## src/rtl/piramide_seq.sv

```systemverilog
`default_nettype none
// ============================================================================
// Module   : piramide_seq
// Brief    : Plays an amplitude table on the 4-bit triangle generator, each
//            entry for a programmed number of full periods.
// Revision : 1.0 - initial release
// ============================================================================
module piramide_seq #(
    parameter  int DEPTH  = 4,
    parameter  int REP_W  = 4,
    parameter  int PERIOD = 30,
    localparam int AW     = $clog2(DEPTH)
) (
    input  logic             clk,
    input  logic             rst,
    input  logic             cfg_we,
    input  logic [AW-1:0]    cfg_addr,
    input  logic [3:0]       cfg_max,
    input  logic [REP_W-1:0] cfg_rep,
    input  logic [AW:0]      n_entries,
    input  logic             start,
    input  logic             abort,
    output logic             gen_rst,
    output logic [3:0]       gen_max,
    output logic             busy,
    output logic             done,
    output logic             aborted,
    output logic [AW-1:0]    entry_idx,
    output logic             period_tick
);

    localparam logic [4:0] c_PHASE_LAST = 5'(PERIOD - 1);

    typedef enum logic [1:0] {
        S_IDLE  = 2'd0,
        S_PRIME = 2'd1,
        S_RUN   = 2'd2,
        S_DONE  = 2'd3
    } state_t;

    state_t           r_state;
    logic [3:0]       r_tbl_max [DEPTH];
    logic [REP_W-1:0] r_tbl_rep [DEPTH];
    logic [AW:0]      r_n;
    logic [AW-1:0]    r_idx;
    logic [REP_W-1:0] r_rep;
    logic [4:0]       r_phase;
    logic             r_aborted;
    logic             r_zero_done;

    logic [AW:0]      w_last_idx;
    logic             w_is_last;
    logic             w_period_end;

    assign w_last_idx   = r_n - 1'b1;
    assign w_is_last    = ({1'b0, r_idx} == w_last_idx);
    assign w_period_end = (r_phase == c_PHASE_LAST);

    // All outputs are pure decodes of registered state.
    assign gen_rst     = (r_state != S_RUN);
    assign busy        = (r_state == S_PRIME) || (r_state == S_RUN);
    assign gen_max     = busy ? r_tbl_max[r_idx] : 4'h0;
    assign done        = (r_state == S_DONE) || r_zero_done;
    assign aborted     = r_aborted;
    assign entry_idx   = r_idx;
    assign period_tick = (r_state == S_RUN) && w_period_end;

    always_ff @(posedge clk) begin
        if (rst) begin
            r_state     <= S_IDLE;
            r_n         <= '0;
            r_idx       <= '0;
            r_rep       <= '0;
            r_phase     <= '0;
            r_aborted   <= 1'b0;
            r_zero_done <= 1'b0;
            for (int i = 0; i < DEPTH; i++) begin
                r_tbl_max[i] <= 4'hF;
                r_tbl_rep[i] <= '0;
            end
        end else begin
            r_zero_done <= 1'b0;
            case (r_state)
                S_IDLE: begin
                    if (cfg_we) begin
                        r_tbl_max[cfg_addr] <= cfg_max;
                        r_tbl_rep[cfg_addr] <= cfg_rep;
                    end
                    if (start) begin
                        r_aborted <= 1'b0;
                        if (n_entries != '0) begin
                            r_state <= S_PRIME;
                            r_n     <= n_entries;
                            r_idx   <= '0;
                            r_rep   <= '0;
                        end else begin
                            r_zero_done <= 1'b1;
                        end
                    end
                end
                S_PRIME: begin
                    if (abort) begin
                        r_state   <= S_DONE;
                        r_aborted <= 1'b1;
                    end else begin
                        r_state <= S_RUN;
                        r_phase <= '0;
                    end
                end
                S_RUN: begin
                    if (abort) begin
                        r_state   <= S_DONE;
                        r_aborted <= 1'b1;
                    end else if (w_period_end) begin
                        r_phase <= '0;
                        if (r_rep < r_tbl_rep[r_idx]) begin
                            r_rep <= r_rep + 1'b1;
                        end else if (w_is_last) begin
                            r_state <= S_DONE;
                        end else begin
                            // Generator is back at 0 here, so no re-prime needed.
                            r_idx <= r_idx + 1'b1;
                            r_rep <= '0;
                        end
                    end else begin
                        r_phase <= r_phase + 1'b1;
                    end
                end
                S_DONE: begin
                    r_state <= S_IDLE;
                end
                default: begin
                    r_state <= S_IDLE;
                end
            endcase
        end
    end

endmodule
`default_nettype wire

```

## config.mk

```make
export PLATFORM = sky130hd
export DESIGN_NAME = piramide_seq
export DESIGN_NICKNAME = d
export VERILOG_FILES = /design/src/rtl/piramide_seq.sv
export SDC_FILE = /design/constraint.sdc
export NUM_CORES = 1
export LEC_CHECK = 0
export ABC_AREA = 1
export ABC_CLOCK_PERIOD_IN_PS = 2000
export CAP_MARGIN = 40
export CELL_PAD_IN_SITES_DETAIL_PLACEMENT = 1
export CELL_PAD_IN_SITES_GLOBAL_PLACEMENT = 1
export CORE_ASPECT_RATIO = 0.5
export CORE_MARGIN = 5
export CORE_UTILIZATION = 35
export DETAILED_ROUTE_END_ITERATION = 10
export PLACE_DENSITY = 0.8
export SYNTH_ARGS = -nofsm -noshare
export SYNTH_HDL_FRONTEND = slang
export SYNTH_SLANG_ARGS = --single-unit
export TNS_END_PERCENT = 30
```

## constraint.sdc

```tcl
create_clock -name clk -period 2 [get_ports clk]
set_clock_uncertainty 0.05 [all_clocks]
set_input_delay 0.2 -clock clk [delete_from_list [all_inputs] [get_ports clk]]
set_output_delay 0.2 -clock clk [all_outputs]
set_load 0.05 [all_outputs]
```

Word-level counts from Yosys, hierarchy flattened
Memory sizes are Yosys's and may differ from the RTL's. A register that Yosys moved wholly into a read port is not among the register bits.
Index checks and enable logic that the tools add are counted.
{"block": "totals", "reg_bits": 18, "mem_bits_rw": 32, "input_bits": 18, "out_inout_bits": 11, "word_cells": 99, "n_memories": 2}
{"memory": "r_tbl_max", "depth": 4, "word_bits": 4, "rd": 1, "rd_clocked_by_memory_dff": 1, "write_ports": 4, "line_no": "42", "text": "logic [3:0] r_tbl_max [DEPTH];"}
{"memory": "r_tbl_rep", "depth": 4, "word_bits": 4, "rd": 1, "rd_clocked_by_memory_dff": 1, "write_ports": 4, "line_no": "43", "text": "logic [REP_W-1:0] r_tbl_rep [DEPTH];"}
{"block": "op_classes", "addsub": 4, "n_lt_le_gt_ge": 1, "eq_ne": 18, "mux": 47, "n_bitwise": 2, "n_reduce_logical": 18}
{"op": "two-way mux 2 bit", "n": 18}
{"op": "two-way mux 4 bit", "n": 9}
{"op": "inequality test 2 bit (second input constant)", "n": 8}
{"op": "two-way mux 5 bit", "n": 3}
{"op": "two-way mux 1 bit", "n": 12}
{"op": "case mux 5 bit (2 select lines)", "n": 1}
{"op": "inequality test 3 bit (second input constant)", "n": 3}
{"op": "AND reduction 3 bit", "n": 3}
{"op": "case mux 2 bit (4 select lines)", "n": 1}
{"op": "case mux 4 bit (2 select lines)", "n": 1}
{"op": "OR reduction 4 bit", "n": 2}
{"op": "AND reduction 7 bit", "n": 1}
{"op": "AND reduction 6 bit", "n": 1}
{"op": "nonzero test 2 bit", "n": 3}
{"op": "adder 5 x 1 -> 5 bit (second input constant)", "n": 1}
{"op": "equality test 5 bit (second input constant)", "n": 1}
{"op": "AND reduction 5 bit", "n": 1}
{"op": "adder 4 x 1 -> 4 bit (second input constant)", "n": 1}
{"op": "equality test 2 bit (second input constant)", "n": 2}
{"op": "< comparator 4 bit", "n": 1}
{"op": "case mux 2 bit (2 select lines)", "n": 1}
{"op": "equality test 2 x 3 -> 1 bit", "n": 1}
{"op": "inequality test 3 x 2 -> 1 bit (second input constant)", "n": 1}
{"op": "nonzero test 3 bit", "n": 1}
{"op": "11 further kinds", "n": 13}

Longest topological paths before layout
Gate-level depths: netlist (run 1).
{"block": "logic_depth", "depth_word": 9, "depth_mapped": 15, "ltp_nobuf": 14}

Least setup slack after synthesis (run 1)
Ideal clock, no wire load.
{"block": "synth_path", "path_kind": "register to output", "from": "reg r_state[0]", "to": "out gen_max[0]", "arrival_ps": 2035, "setup_slack_ps": -285, "stages_incl_launch_ff": 5, "path_buffers": 0, "path_cell_list": "dfxtp_1 -> inv_1 -> ha_1 -> inv_1 -> a21oi_1"}
{"block": "synth_between", "elab_chain_cells": 3}
{"element": "start: declaration", "line_no": "41", "text": "state_t r_state;"}
{"element": "start signal: assignment", "line_no": "70", "text": "r_state <= S_IDLE;"}
{"element": "start signal: assignment", "line_no": "92", "text": "r_state <= S_PRIME;"}
{"element": "start signal: assignment", "line_no": "103", "text": "r_state <= S_DONE;"}
{"element": "equality test 2 x 1 -> 1 bit / equality test 2 bit (equally long branches)", "line_no": "61", "text": "assign busy = (r_state == S_PRIME) || (r_state == S_RUN);"}
{"element": "logical OR 1 bit *", "line_no": "61"}
{"element": "named net busy", "line_no": "25", "text": "output logic busy,"}
{"element": "two-way mux 4 bit *", "line_no": "62", "text": "assign gen_max = busy ? r_tbl_max[r_idx] : 4'h0;"}
{"element": "end: declaration", "line_no": "24", "text": "output logic [3:0] gen_max,"}
The timed path passes the listed nets; every way through them passes the cells marked *.

==> results of run 1 <==
## cells in the final DEF, fill, tap and decap left out, types with 2 or more instances in the layout
cell type,n
nand2_1,58
nor2_1,46
inv_1,35
edfxtp_1,32
buf_4,22
clkdlybuf4s50_1,20
o21ai_0,19
nand3_1,18
dfxtp_1,17
inv_2,12
a21oi_1,12
ha_1,9
buf_12,7
a21oi_2,5
clkbuf_16,5
xor2_1,4
nor2_4,3
nand3_2,3
nand2_2,3
a32o_1,2
nor2_2,2
or2_2,2
xnor2_1,2
o21ai_1,2
nand2_4,2
ha_4,2
dfxtp_2,2
## cell type report
cell class              instances  area (um^2)
clock buffers                   5          125
clock inverters                 3         18.8
fillers                       852         3850
inverters                      48          183
multi-input cells             204         1150
flip-flops and latches         52         1370
well taps                      96          120
repair buffers                 49          505
## kinds of logic (layout without fill, tap and decap cells)
family / after synthesis / after routing
flip-flops: 52 / 52
AO/OA/AOI/OAI: 47 / 47
AND/OR/NAND/NOR: 139 / 139
adder cells (fa/ha/maj): 12 / 12
XOR/XNOR: 6 / 6
buffers and inverters: 53 / 105
## what timing repair did
item,CTS,global route
pin swaps,0,1
setup endpoints to repair,14,31
gates resized for setup,3,24
## sequential cells by signal (all words and copies together), names as in the netlist, named ones only
name and flops:
r_tbl_max 16, r_n 3, r_rep 4, r_tbl_rep 16
aborted 1, r_state 2, r_zero_done 1, entry_idx 2
r_phase 5
## power groups by stage
| stage | sequential [W] | combinational, W | clock, W |
|---|---|---|---|
| 2_1_floorplan | 0.00140 | 0.00110 | 0 |
| 3_3_place_gp | 0.00138 | 0.00185 | 0 |
| 3_5_place_dp | 0.00138 | 0.00193 | 0 |
| 4_1_cts | 0.00137 | 0.00196 | 0.000867 |
| 5_1_grt | 0.00140 | 0.00224 | 0.000924 |
| 6_report | 0.00138 | 0.00208 | 0.000868 |
## routing by layer
| metal | GRT usage | wire, um | vias to the layer above |
|---|---|---|---|
| met3 | 0.0259 | 223 | 9 |
| li1 | - | - | 1102 |
| met2 | 0.286 | 3790 | 41 |
| met5 | 0 | 0 | - |
| met4 | 0.0426 | 99 | 0 |
| met1 | 0.180 | 3220 | 1089 |
## how the worst max path moves through the flow
stage | startpoint | end | slack (ns)
after global placement | flop | flop | 0.08
after global routing | flop | flop | -0.03
after floorplan | r_state[0] | gen_max[0] | -0.28
final | flop | r_state[0] | 0.10
after CTS | r_state[1] | gen_max[0] | -0.06
after detailed placement | flop | r_state[0] | -0.09
## critical path: cells and delay by family, from the launching register on
kind                     cells  cell delay, ns
AND/OR/NAND/NOR             10            0.81
flip-flops                   1            0.38
adder cells (fa/ha/maj)      1            0.27
AO/OA/AOI/OAI                1            0.24
buffers and inverters        1            0.08
## per-stage QoR
stage,std cells,setup TNS (ns),worst slack [ns],hold slack [ns]
2_1_floorplan,309,-1.84,-0.285,0.219
3_3_place_gp,449,0,0.0817,0.411
3_5_place_dp,449,-0.248,-0.0923,0.440
4_1_cts,457,-0.222,-0.0555,0.450
5_1_grt,457,-0.147,-0.0301,0.464
6_report,457,0,0.102,0.438
==> results_dict.tcl, run 1 <==
set metrics [dict create \
    seq_area_frac_synth 0.516 \
    cts_setup_buffers 0 \
    dpl.hpwl_um 5450 \
    pwr-share-clk 0.201 \
    cts_max_level 2 \
    reg2reg_depth 13 \
    via_count 2241 \
    drive_gt1_frac 0.216 \
    synth_edf_count 32 \
    ios 29 \
    initial_core_util 0.361 \
    cp.required_ns 2.18 \
    finalSetupViolations 0 \
    finalNetCount 390 \
    ys.flop_type "edfxtp_1" \
    yosysMostFrequentCell "nand2_1" \
    hold_buffers 0 \
    ys_async_sr_fraction 0 \
    p_switching_w 0.00177 \
    initialDrtViolationCount 123 \
    p_leak_nw 1.42 \
    dieArea_um2 9490 \
    min_to "r_n[1]" \
    cts-buffers-inserted 5 \
    min_period_over_period 0.949 \
    synthMuxAreaShare 0 \
    p_seq_frac 0.320 \
    comb_power_share 0.479 \
    hold_violations 0 \
    hold_path_class "input pin to flop" \
    dr.pass1.iters 4 \
    endpoint_kind "flop" \
    path_max_fanout 8 \
    via_per_inst 4.90 \
    relSlewSlack 0.661 \
    tightestPinTransition_ns 0.507 \
    grt.overflow.total 0 \
    core_um2 7320 \
    gp_congestion 0.853 \
    utilization 0.474 \
    start_kind "flop" \
    cts_tree "built" \
    ys_top_cells_by_count "nand2_1 (61), nor2_1 (47), inv_1 (39)" \
    yosys.area_share.xor_xnor 0.0199 \
    synth_top_family_by_area "simple AND/OR/NAND/NOR gates" \
    synthAdderAreaFrac 0.0569 \
    wl_per_cell_um 16.1 \
    dieWidth_um 133 \
    syn_area_per_cell_um2 8.54 \
    critical_path_class "flop to flop" \
    cp.arrival_ns 2.08 \
    rows 22 \
    clk_latency_ns 0.29 \
    synth_compound_area_frac 0.100 \
    ys_ff_latch 52 \
    r2r_end "r_state[0]" \
    slew_violations 0 \
    worstPathCellList "inv_4 > nand2_1 > a32o_2 > ha_1 > nand2_1 > nand2_1 > nand2_2 > nand2_2 > nand2_2 > nand2_4 > nand3_1 > nand2_1 > nor2_1" \
    status "finished clean" \
    cp_slowest_stage_delay_ns 0.38 \
    globalRouteTotalUtil 0.152 \
    switching_share 0.409 \
    drv_cap 0 \
    min_period_ns 1.90 \
    fin_area_um2 3470 \
    min_from "n_entries[1]" \
    ant_nets 0 \
    wirelength_um 7340 \
    drc 0 \
    vdd_drop_max_mv 0.544 \
    antenna_found_initial 0 \
    grt_pass1_vias 2411 \
    synthesis.area_um2 2640 \
    portBuffers 28 \
    synth_top_area_cell "edfxtp_1" \
    whs_path_depth 3 \
    area_growth_pct 31.4 \
    clkTransAtPathRegs_ns 0.07 \
    power_density_nw_per_um2 1250 \
    synth_cell_types 29 \
    cts_root_buffer "clkbuf_16" \
    fmax_mhz 527 \
    yosys-top-cells-area "edfxtp_1 (36%), dfxtp_1 (15%), nand2_1 (8.7%)" \
    synth-simple-area-share 0.231 \
    n_antenna_cell 0 \
    rrSetupSlack_ns 0.10 \
    syn_nets 339 \
    grt_start_max_net_pins 17 \
    grt_pass1_wl_um 11500 \
    critPathSlowestCell "dfxtp_4" \
    cts.sinks 52 \
    syn-instance-count 309 \
    yosys_warnings 0 \
    dpl_cell_area_um2 3240 \
    yosys.area.top_type_share 0.364 \
    power_w 0.00433 \
    die_h_um 71.4 \
    clockBufferDepth 2 \
    internal_power_w 0.00256 \
    cpMostUsedCell "nand2_1" \
]
No activity file was read; power rests on OpenSTA's default activity.
==> run 2, diff against run 1 <==
CELL_PAD_IN_SITES_DETAIL_PLACEMENT = default   (was 1)
CELL_PAD_IN_SITES_GLOBAL_PLACEMENT = default   (was 1)
PLACE_DENSITY = 0.66   (was 0.8)
==> results_dict.tcl, run 2 (same netlist as run 1, synthesis figures left out) <==
set metrics [dict create \
    place_inst 456 \
    via_per_inst 4.61 \
    clk_latency_ns 0.29 \
    worstPathCellList "inv_4 > nand2_1 > a32o_1 > ha_1 > a21oi_2 > buf_4 > nand3_2 > o21ai_0 > inv_1 > nor2_1" \
    slew_violations 0 \
    grt_pass1_vias 2111 \
    hold_buffers 0 \
    hold_violations 0 \
    clkTransAtPathRegs_ns 0.07 \
    die_h_um 71.4 \
    rrSetupSlack_ns 0.16 \
    min_period_ns 1.84 \
    drc 0 \
    hold_path_class "flop to flop" \
    ios 29 \
    drive_gt1_frac 0.204 \
    portBuffers 28 \
    dieWidth_um 133 \
    dr.pass1.iters 4 \
    dieArea_um2 9490 \
    regArea_um2 1370 \
    dpl.hpwl_um 4420 \
    fmax_mhz 544 \
    critPathSlowestCell "dfxtp_4" \
    initial_core_util 0.361 \
    final_cell_mix "nand2_1 (60), nor2_1 (47), inv_1 (37), edfxtp_1 (32), buf_4 (27)" \
    cts-buffers-inserted 5 \
    p_seq_frac 0.310 \
    path_max_fanout 9 \
    endpoint_kind "flop" \
    final_common_cell "nand2_1" \
    multi_input_area_um2 1120 \
    internal_power_w 0.00271 \
    switching_share 0.378 \
    globalRouteTotalUtil 0.128 \
    fill_cells 710 \
    min_period_over_period 0.918 \
    fin_cells 464 \
    dpl_cell_area_um2 3290 \
    fin_area_um2 3510 \
    comb_power_share 0.463 \
    tightestPinTransition_ns 0.505 \
    start_kind "flop" \
    ant_nets 0 \
    p_leak_nw 1.47 \
    status "finished clean" \
    finalNetCount 397 \
    reg.largest.list "r_tbl_max: 16 flops, r_tbl_rep: 16 flops, r_phase: 5 flops" \
    vdd_drop_max_mv 1.20 \
    n_antenna_cell 0 \
    wirelength_um 5750 \
    pwr-share-clk 0.227 \
    grt_pass1_wl_um 9740 \
    initialDrtViolationCount 114 \
    cp.arrival_ns 2.02 \
    cts_tree "built" \
    via_count 2139 \
    antenna_found_initial 0 \
    cts.sinks 52 \
    rsz0062_at_grt "false" \
    clockBufferDepth 2 \
    cp.required_ns 2.19 \
    area_growth_pct 33.1 \
    cts_root_buffer "clkbuf_16" \
    grt.overflow.total 0 \
    wl_per_cell_um 12.4 \
    power_density_nw_per_um2 1240 \
    rows 22 \
    grt_start_max_net_pins 17 \
    p_switching_w 0.00165 \
    core_um2 7320 \
    gp_congestion 0.787 \
    critical_path_class "flop to flop" \
    finalSetupViolations 0 \
    drv_cap 0 \
    relSlewSlack 0.662 \
    cp_slowest_stage_delay_ns 0.37 \
    cts_max_level 2 \
]
==> run 2: changes by cell type in the layout (fill, tap and decap cells not counted), moves of 2 or more <==
cell	change
buf_4	+5
dfxtp_1	+2
dfxtp_2	-2
ha_1	+2
inv_1	+2
inv_2	-2
nand2_1	+2
==> run 2: final timing paths <==
kind / startpoint / to / cells after the start
max: flop / r_rep[2] / 10
max reg2reg: flop / r_rep[2] / 10
min reg2reg: aborted / aborted / 2
min: aborted / aborted / 2
==> run 2: routing by layer <==
layer / track usage / up-vias / part of all wire
li1: - / 1122 / -
met3: 0.0351 / 8 / 0.036
met1: 0.164 / 979 / 0.48
met4: 0.0357 / 0 / 0.012
met5: 0 / - / 0
met2: 0.215 / 30 / 0.48
==> run 2: through the flow <==
stage / power, W / utilization / setup WS [ns] / TNS (ns) / hold WS (ns)
final: 0.00436 / 0.480 / 0.163 / 0 / 0.434
after detailed placement: 0.00332 / 0.450 / 0.0461 / 0 / 0.417
after global placement: 0.00331 / 0.449 / -0.102 / -0.817 / 0.416
after CTS: 0.00432 / 0.473 / 0.00524 / 0 / 0.431
after global routing: 0.00465 / 0.480 / 0.0161 / 0 / 0.474
after floorplan: 0.00251 / - / -0.285 / -1.84 / 0.219
==> run 2: critical path, delay by kind of cell (launching register included) <==
family	cells	cell delay (ns)
buffers and inverters	3	0.27
flip-flops	1	0.37
AND/OR/NAND/NOR	3	0.27
adder cells (fa/ha/maj)	1	0.30
AO/OA/AOI/OAI	3	0.51
==> run 2: layout make-up <==
cell class,count,share of cell area
clock inverters,2,0.0110
repair buffers,56,0.159
clock buffers,6,0.0367
inverters,48,0.0520
well taps,96,0.0342
multi-input cells,204,0.318
flip-flops and latches,52,0.389
==> run 2: power by group through the flow <==
stage                     clock network, W  logic [W]  registers, W
after global routing               0.00106    0.00222       0.00137
after floorplan                          0    0.00110       0.00140
final                             0.000990    0.00202       0.00135
after global placement                   0    0.00194       0.00137
after detailed placement                 0    0.00195       0.00137
after CTS                          0.00101    0.00196       0.00135
==> run 2: what timing repair did <==
action	in CTS	in global routing
setup buffers	0	0
endpoints found under the setup margin	0	16
resized for setup	0	17
==> RTL change 1: new RTL, config.mk and constraints of run 2 <==
Register the input `cfg_max` before use, cleared by the reset. The logic sees it one clock later. The other inputs are not delayed to match.
--- a/src/rtl/piramide_seq.sv
+++ b/src/rtl/piramide_seq.sv
@@ -39,2 +39,12 @@
     } state_t;
+
+    logic [3:0] cfg_max_q;
+
+    always_ff @(posedge clk) begin
+        if (rst) begin
+            cfg_max_q <= '0;
+        end else begin
+            cfg_max_q <= cfg_max;
+        end
+    end
 
@@ -85,3 +95,3 @@
                     if (cfg_we) begin
-                        r_tbl_max[cfg_addr] <= cfg_max;
+                        r_tbl_max[cfg_addr] <= cfg_max_q;
                         r_tbl_rep[cfg_addr] <= cfg_rep;
Formal check against the unedited RTL: not equivalent (a bounded check fails within 4 cycles, from zero or initial values and one cycle with rst high).
==> RTL change 1 against run 2 <==
  * Final area rose by 3.2%
  * Critical path depth fell by 4
  * First-iteration DRC count rose by 53%
  * Non-clock buffer count fell by 5
  * Routed wire length rose by 9.8%
  * Sequential cell count rose by 4
  * Total power rose by 4.8%
  * Sequential share of layout area rose by 0.93 points
  * Setup slack got worse by 0.14 ns
  * Synthesized area rose by 4.4%
==> RTL change 1: results (changes against run 2) <==
Cells on Worst Hold Path 3 (+1); Worst R2R Path Depth 11 (+1); Slew @ Worst Pin 0.493 ns (-0.0116 ns); Routed WL 6310 um (+9.8%); Max clock buf depth 2 (unchanged); ranking of synthesized cells by area edfxtp_1 35%, dfxtp_1 17%, nand2_1 8.2%, nor2_1 7.2%, inv_1 5.7%; largest net degree at the start of global routing 18 (+1); Nets 401 (+1.0%); Cells after DPL 471 (+3.3%); vias 2193 (+2.5%); delay of the slowest critical-path stage 0.33 ns (-0.04 ns); final non-filler cell total 480 (+3.4%); Seq/Total Area, Yosys 52.3% (+0.73 points); first-pass GRT wire length 10100 um (+4.3%); CP Launch Point r_state[1]; Synth top cells by count 60 x nand2_1, 53 x nor2_1, 42 x inv_1; Post-Syn Area per Cell 8.64 um2 (+1.1%); IR drop worst, VDD 0.644 mV (-46%); number of library cell types mapped by synthesis 30 (+3.4%); Synth Flop Type edfxtp_1; Final GP Congestion 0.805 (+2.3%); Hold Path Class input pin to flop; critical path fanouts, max 6 (-3); Total GRT Usage 13.2% (+0.40 points); vias in the first global route 2071 (-1.9%); Reg2Reg Setup Slack 0.07 ns (-0.09 ns); status finished clean; fraction of layout cells with a size suffix above 1 19.4% (-1.0 points); hold path endpoint cfg_max_q[0]; initial DRC count 174 (+53%); synthesized net count 349 (+2.9%); CP max stage cell dfxtp_1; Critical Path AT 1.73 ns (-0.29 ns); min-delay src cfg_max[0]
-- RTL change 1: timing repair --
action / in CTS / in global routing
buffers inserted: 0 / 1
setup endpoints to repair: 2 / 23
pin swaps: 1 / 2
gates resized for setup: 3 / 15
-- RTL change 1: layout make-up --
| type | instances | area [um2] |
|---|---|---|
| Fill cell | 718 | 3860 |
| Clock inverter | 2 | 38.8 |
| Sequential cell | 56 | 1440 |
| Inverter | 48 | 188 |
| Timing Repair Buffer | 51 | 537 |
| Multi-Input combinational cell | 209 | 1160 |
| Tap cell | 108 | 135 |
| Clock buffer | 6 | 129 |
-- RTL change 1: how the worst max path moves through the flow --
| stage | cells after the start | endpoint | slack (ns) |
|---|---|---|---|
| global placement | 12 | r_state[0] | 0.06 |
| CTS | 12 | r_state[1] | 0.006 |
| floorplan | 4 | gen_max[0] | -0.28 |
| global route | 14 | r_state[1] | -0.08 |
| detailed placement | 12 | r_state[1] | 0.03 |
| finish | 6 | period_tick | 0.02 |
-- RTL change 1: per-layer routing --
metal / part of all wire [%] / GRT usage (%) / up-vias
li1: - / - / 1135
met1: 49 / 17.7 / 1009
met2: 46 / 21.0 / 38
met3: 3.9 / 3.51 / 11
met4: 1.7 / 4.25 / 0
met5: 0 / 0 / -
-- RTL change 1: logic make-up after synthesis --
logic type	count (synthesis)	synth area share, %
fa+ha+maj	12	5.45
buf+inv	54	7.67
compound gates	46	9.31
flops	56	52.3
simple gates	143	22.7
xor+xnor	8	2.54
-- RTL change 1: power breakdown --
part	internal [W]	switching (W)
logic	0.000864	0.00126
registers	0.00136	0.0000826
clock network	0.000597	0.000408
-- RTL change 1: worst max-delay path, delay by kind of cell (launching register included) --
kind                     cells  cell delay [ns]
adder cells (fa/ha/maj)      1             0.33
flip-flops                   1             0.33
AND/OR/NAND/NOR              1             0.21
buffers and inverters        4             0.56
-- RTL change 1: metrics by stage --
stage	worst slack [ns]	cell area [um2]
2_1_floorplan	-0.285	2760
3_3_place_gp	0.0551	3390
3_5_place_dp	0.0278	3390
4_1_cts	0.00572	3570
5_1_grt	-0.0772	3630
6_report	0.0248	3630
==> RTL change 2: new RTL, settings of run 2 <==
Made on the original files. The parameter `DEPTH` goes from 4 to 8.
--- a/src/rtl/piramide_seq.sv
+++ b/src/rtl/piramide_seq.sv
@@ -8,3 +8,3 @@
 module piramide_seq #(
-    parameter  int DEPTH  = 4,
+    parameter  int DEPTH  = 8,
     parameter  int REP_W  = 4,
Interface: changed (resized cfg_addr, entry_idx and n_entries); port bits go from 29 to 32. The function was not compared with the original's and may differ.
==> RTL change 2 against run 2 <==
  * The run now ends with setup timing left
  * Combinational power is 12% higher
  * Routed wire length is 72% higher
  * Non-clock buffer count rose by 28
  * Core utilization decreased by 0.35 points
  * Sequential cell count up 35
  * Count of clock-buffer cells in the layout grew 3
  * Setup slack worse by 0.27 ns
  * Synthesized area rose by 58%
  * Final area is 59% higher
  * Total power up 42%
  * Largest cell class unchanged
==> RTL change 2: results (changes against run 2) <==
CP max stage cell dfxtp_2; DP Wirelength 7280 um (+65%); PortBufs 31 (+11%); critical path fanouts, max 5 (-4); post-synthesis compound-gate area fraction 10.9% (+0.86 points); Final GP Congestion 0.843 (+7.1%); status finished with violations; initial DRC count 210 (+84%); Clk power 0.00175 W (+77%); vias in the first global route 3276 (+55%); Post-synth EDFFs 64 (+100%); Flop pwr share 35.2% (+4.2 points); Cells after DPL 704 (+54%); synthesized net count 499 (+47%); failing checks setup timing; fraction of layout cells with a size suffix above 1 21.5% (+1.2 points); first-pass GRT wire length 15900 um (+63%); PD cells 1110 nW/um2 (-11%); dpl cell area 5160 um2 (+57%); IR drop worst, VDD 0.488 mV (-59%); post-CTS setup buffer count 1 (+1); Synth top cells by count 101 x nor2_1, 88 x nand2_1, 64 x edfxtp_1; routed len/inst 13.7 um (+10%); number of library cell types mapped by synthesis 34 (+17%); final setup fails 12 (+12); setup slack after layout -0.108 ns (-0.271 ns); Setup WS pre-CTS -0.103 ns (-0.149 ns); GRT met1 Usage 17.6% (+1.2 points); Total GRT Usage 14.5% (+1.7 points); Nets 584 (+47%)
## RTL change 2: cell count changes in the layout (fill, tap and decap cells not counted), sizes merged, moves of 5 or more
cell	run 2	this run
nand2	63	90
o21ai	21	45
a31oi	0	5
nor2	51	103
nand3	21	12
buf	36	61
edfxtp	32	64
o22ai	0	7
inv	49	54
## RTL change 2: final cells by class
| type | count | area [um2] |
|---|---|---|
| Sequential cell | 87 | 2390 |
| Inverter | 52 | 203 |
| Tap cell | 165 | 206 |
| Clock buffer | 9 | 225 |
| Clock inverter | 7 | 86.3 |
| Fill cell | 1057 | 6150 |
| Timing Repair Buffer | 84 | 802 |
| Multi-Input combinational cell | 318 | 1680 |
## RTL change 2: worst paths after layout
| path | start | endpoint | cells after the start | slack (ns) |
|---|---|---|---|---|
| max reg2reg | flop | flop | 10 | -0.11 |
| max | flop | flop | 10 | -0.11 |
| min | r_n[1] | r_n[1] | 2 | 0.41 |
| min reg2reg | r_n[1] | r_n[1] | 2 | 0.41 |
